[src/rtl/pwm_snd_decoder.sv]
// Duty-cycle decoder: averages a 1-bit PWM stream over 2^WIN_LOG2-clock windows and emits one PCM sample per window; PWM_DEC_CIC2_EN adds a second boxcar stage.
// Sample appears the cycle after window end (2-cycle synchroniser in front); held until accepted, newer results dropped with sticky overrun.
module pwm_snd_decoder #(
    parameter int WIN_LOG2 = 7,
    parameter int OUT_BITS = 8
) (
    input  logic                clk,
    input  logic                reset,
    input  logic                snd_in,
    output logic [OUT_BITS-1:0] sample,
    output logic                sample_valid,
    input  logic                sample_ready,
    output logic                overrun
);

    localparam logic [WIN_LOG2-1:0] WCNT_MAX = '1;

    logic                s1;
    logic                s2;
    logic [WIN_LOG2-1:0] wcnt;
    logic [WIN_LOG2:0]   acc;
    logic [WIN_LOG2:0]   total;
    logic [WIN_LOG2-1:0] sat;
    logic [WIN_LOG2-1:0] win_val;
    logic [OUT_BITS-1:0] scaled;
    logic                win_end;
    logic                xfer;
    logic                load;

    assign win_end = (wcnt == WCNT_MAX);
    assign total   = acc + {{WIN_LOG2{1'b0}}, s2};
    // A window of all ones counts one past the largest representable value.
    assign sat     = total[WIN_LOG2] ? '1 : total[WIN_LOG2-1:0];

`ifdef PWM_DEC_CIC2_EN
    logic [WIN_LOG2-1:0] prev;
    logic [WIN_LOG2:0]   pair_sum;

    assign pair_sum = {1'b0, prev} + {1'b0, sat};
    assign win_val  = pair_sum[WIN_LOG2:1];

    // Tracks every window, even ones whose result is dropped on overrun.
    always_ff @(posedge clk) begin
        if (reset) begin
            prev <= '0;
        end else if (win_end) begin
            prev <= sat;
        end
    end
`else
    assign win_val = sat;
`endif

    generate
        if (OUT_BITS <= WIN_LOG2) begin : g_trunc
            assign scaled = win_val[WIN_LOG2-1 -: OUT_BITS];
        end else begin : g_pad
            assign scaled = {win_val, {(OUT_BITS-WIN_LOG2){1'b0}}};
        end
    endgenerate

    assign xfer = sample_valid & sample_ready;
    assign load = win_end & (~sample_valid | xfer);

    always_ff @(posedge clk) begin
        if (reset) begin
            s1           <= 1'b0;
            s2           <= 1'b0;
            wcnt         <= '0;
            acc          <= '0;
            sample       <= '0;
            sample_valid <= 1'b0;
            overrun      <= 1'b0;
        end else begin
            s1   <= snd_in;
            s2   <= s1;
            wcnt <= wcnt + 1'b1;
            acc  <= win_end ? '0 : total;
            if (load) begin
                sample       <= scaled;
                sample_valid <= 1'b1;
            end else if (xfer) begin
                sample_valid <= 1'b0;
            end
            if (win_end && sample_valid && !xfer) begin
                overrun <= 1'b1;
            end
        end
    end

endmodule

[config.mk]
export PLATFORM = sky130hd
export DESIGN_NAME = pwm_snd_decoder
export DESIGN_NICKNAME = d
export VERILOG_FILES = /design/src/rtl/pwm_snd_decoder.sv
export SDC_FILE = /design/constraint.sdc
export NUM_CORES = 1
export LEC_CHECK = 0
export CORE_MARGIN = 1.5
export CORE_UTILIZATION = 55
export DETAILED_ROUTE_END_ITERATION = 10
export PLACE_DENSITY = 0.83
export SETUP_SLACK_MARGIN = 0.1
export SKIP_CTS_REPAIR_TIMING = 1
export SLEW_MARGIN = 20
export SYNTH_ARGS = -nofsm -noshare
export SYNTH_HDL_FRONTEND = slang
export SYNTH_SLANG_ARGS = --single-unit
[constraint.sdc]
create_clock -name clk -period 3.6 [get_ports clk]
set_input_delay 1.08 -clock clk [delete_from_list [all_inputs] [get_ports clk]]
set_output_delay 1.08 -clock clk [all_outputs]
set_load 0.01 [all_outputs]
Word level (Yosys, flattened, before mapping):

Cells that the tools add are included.

* register bits after elaboration: 26
* input bits: 4
* output and inout bits: 10

* add/subtract/negate cells: 2
* equality and inequality tests: 1
* muxes and demuxes: 3
* bitwise logic cells: 4
* reduce and logical (&&, ||, !) cells: 5

Operators with widths (count)
* adder 8 x 1 -> 8 bit: 1
* adder 7 x 1 -> 7 bit (second input constant): 1
* == test 7 bit (second input constant): 1
* 2-to-1 mux 7 bit: 1
* AND 1 bit: 2
* logical AND 1 bit: 2
* 2-to-1 mux 1 bit: 2
* nonzero test 2 bit: 1
* OR reduction 2 bit: 1
* logical NOT 1 bit: 1
* inverter 1 bit: 1
* bitwise OR 1 bit: 1

Longest topological paths before layout:

* word-level depth: 4
* mapped depth: 6
* depth with buffers taken out: 5

Worst setup path after synthesis:

No wires, ideal clock.

* path type: input port to flip-flop
* start point: in reset
* end point: reg acc[7]
* setup time: 115 ps
* arrival: 1770 ps
* path slack: 1715 ps
* cell stages on the path: 4
* path through: clkbuf_1 nand2b_1 clkbuf_2 o21ba_2

* word-level cells in the longest chain between the ends: 1

Ends and longest elaborated chain
* start, declared: RTL line 8 `input logic reset,`
* OR reduction 2 bit (no line)
* end signal, assigned: RTL line 78 `acc <= win_end ? '0 : total;`
* end, declared: RTL line 21 `logic [WIN_LOG2:0] acc;`

Every way passes these cells.
A chain may end at the register's enable or synchronous reset.

Final worst setup path:

* start point: reg sample[1]
* end point: out sample[1]

RTL lines
* start, declared: RTL line 10 `output logic [OUT_BITS-1:0] sample,`
* start signal, assigned: RTL line 80 `sample <= scaled;`

No word-level cell between the ends.

==> flow_metrics.env <==
export IMPL_drc_errors=0
export IMPL_synth_area_um2=1020
export IMPL_holdWs_ns=0.457
export IMPL_area_growth_pct=18.7
export IMPL_cts_tree="built"
export IMPL_async_reset_ff_share_pct=0
export IMPL_grt_overflow_total=0
export IMPL_clockBufferDepth=2
export IMPL_num_antenna_cells=0
export IMPL_yosysTopAreaCell="dfxtp_1"
export IMPL_slowest_delay_ns=0.54
export IMPL_cts_htree_levels=1
export IMPL_yosysWarnings=0
export IMPL_p_per_area_nw_per_um2=417
export IMPL_grt_pass1_wl_um=2790
export IMPL_dp_cells=138
export IMPL_core_rowCount=15
export IMPL_end_kind="output port"
export IMPL_dpl_hpwl_um=1270
export IMPL_r2r_slack_ns=1.99
export IMPL_final_core_util_pct=70.3
export IMPL_avgSynthCellArea_um2=9.83
export IMPL_cts_num_sinks=26
export IMPL_post_synth_inst_count=104
export IMPL_hold_class="register to register"
export IMPL_start_util_pct=59.2
export IMPL_gr_usage_all_layers_pct=19.0
export IMPL_cts_made_buffers=3
export IMPL_fp_coreArea_um2=1730
export IMPL_final_setup_skew_ns=0.00712
export IMPL_drt_pass1_iterations=4
export IMPL_die_h_um=46.1
export IMPL_drive_gt1_share_pct=10.3
export IMPL_fin_nets=125
export IMPL_synthTopCellsByArea="dfxtp_1, nor2_1, a211oi_1, xor2_1, ha_1"
export IMPL_crit_path_cell_trace="clkdlybuf4s50_1"
export IMPL_setup_viol_count_final=0
export IMPL_yosysMostFrequentCell="dfxtp_1"
export IMPL_hold_viol=0
export IMPL_arrival_ns=1.23
export IMPL_startpoint_type="register"
export IMPL_critPathMaxFanout=2
export IMPL_wirelength_um=1620
export IMPL_cpLargestDelayFamily="buffers and inverters"
export IMPL_fmax_mhz=433
export IMPL_synth_cell_types=30
export IMPL_synth_commonest_cells="dfxtp_1, nor2_1, a211oi_1, nand3_1, xor2_1"
export IMPL_synth_edf_count=0
export IMPL_tns_ns=0
export IMPL_setup_worst_path_class="register to output port"
export IMPL_io_pins=14
export IMPL_yosysSeqAreaShare_pct=50.9
export IMPL_ir_drop_mv=0.327
export IMPL_crit_slowest_cell="clkdlybuf4s50_1"
export IMPL_outcome="complete, no violations"
export IMPL_cts_root_buf="clkbuf_4"
export IMPL_dieArea_um2=2130
export IMPL_cts_clk_slew_worst_paths_ns=0.13
export IMPL_rsz0062_at_grt="no"
export IMPL_grt_pass1_vias=678
export IMPL_cap_viol_max_count=0
export IMPL_stdcell_count=142
export IMPL_wire_per_inst_um=11.4
export IMPL_finalCritPeriodShare_pct=64.2
export IMPL_drtIter0Drc=9
export IMPL_ys_flop_type="dfxtp_1"
export IMPL_slew_viol_final=0
export IMPL_cp_required_ns=2.52
export IMPL_antenna_found_initial=0
export IMPL_insertion_delay_ns=0.32
export IMPL_synth_fp_nets=111
export IMPL_synth_top_area_share_pct=50.9
export IMPL_place_congestion=0.746
export IMPL_ys_ff_latch=26
export IMPL_p_leak_nw=0.423
export IMPL_finalCriticalPeriod_ns=2.31
export IMPL_vias=732
export IMPL_cp_num_buf_inv=1
export IMPL_detail_route_antenna_nets=0
export IMPL_die_w_um=46.1
export IMPL_grt_max_degree=20
export IMPL_port_buffers=12
export IMPL_via_per_inst=5.15
## where the power goes
part / internal (mW) / switching [mW] / leakage (nW)
clock: 0.113 / 0.0811 / 0.0279
sequential: 0.292 / 0.00293 / 0.211
combinational: 0.00833 / 0.00888 / 0.184
## placed cells by master, fill, tap and decap left out, types with 2 or more instances in the layout
cell type	instances
nand3_1	7
dfxtp_1	26
clkbuf_4	3
and3_1	2
inv_1	2
xor2_1	5
nor2_1	20
a211oi_1	7
clkdlybuf4s50_1	12
xnor2_1	4
nand2b_1	2
nor2b_1	4
ha_1	3
nand2_1	2
a21oi_1	2
## final cells by class
cell class | instances | area (µm²)
Inverter | 2 | 7.51
Clock inverter | 1 | 30.0
Multi-Input combinational cell | 72 | 474
Timing Repair Buffer | 13 | 128
Sequential cell | 26 | 520
Fill cell | 149 | 513
Clock buffer | 3 | 22.5
Tap cell | 25 | 31.3
## through the flow
step           total power, mW  worst slack, ns  cell area, µm²
3_5_place_dp             0.319             1.15            1160
5_1_grt                  0.525             1.24            1210
2_1_floorplan            0.314             1.71            1020
3_3_place_gp             0.318             1.21            1160
4_1_cts                  0.510             1.29            1210
6_report                 0.506             1.29            1210
## path summary, 6_finish.rpt
kind / from / endpoint / depth (start not counted)
min: wcnt[0] / wcnt[0] / 1
max reg2reg: wcnt[0] / sample[7] / 5
max: sample[1] / sample[1] / 1
min reg2reg: wcnt[0] / wcnt[0] / 1
## cells by family (layout without fill, tap and decap cells)
kind of cell,count (synthesis),count (layout),share of synthesized area (%)
simple gates,46,46,25.7
flops,26,26,50.9
compound gates,13,13,8.94
xor+xnor,9,9,7.71
buf+inv,6,19,2.69
fa+ha+maj,3,3,3.67
other cells,1,1,0.367
## state kept, by name (all words and copies together), names as in the netlist
| name | flops |
|---|---|
| sample_valid | 1 |
| sample | 7 |
| overrun | 1 |
| s1 | 1 |
| s2 | 1 |
| wcnt | 7 |
| acc | 8 |
## layer usage
| layer | track usage (%) | share of wire (%) | up-vias |
|---|---|---|---|
| met2 | 30.6 | 47 | 17 |
| met3 | 8.24 | 4.3 | 6 |
| met5 | 0 | 0 | - |
| met1 | 22.0 | 46 | 331 |
| li1 | - | - | 378 |
| met4 | 8.00 | 3.0 | 0 |
Note: power is estimated with default switching activity, not from simulation.
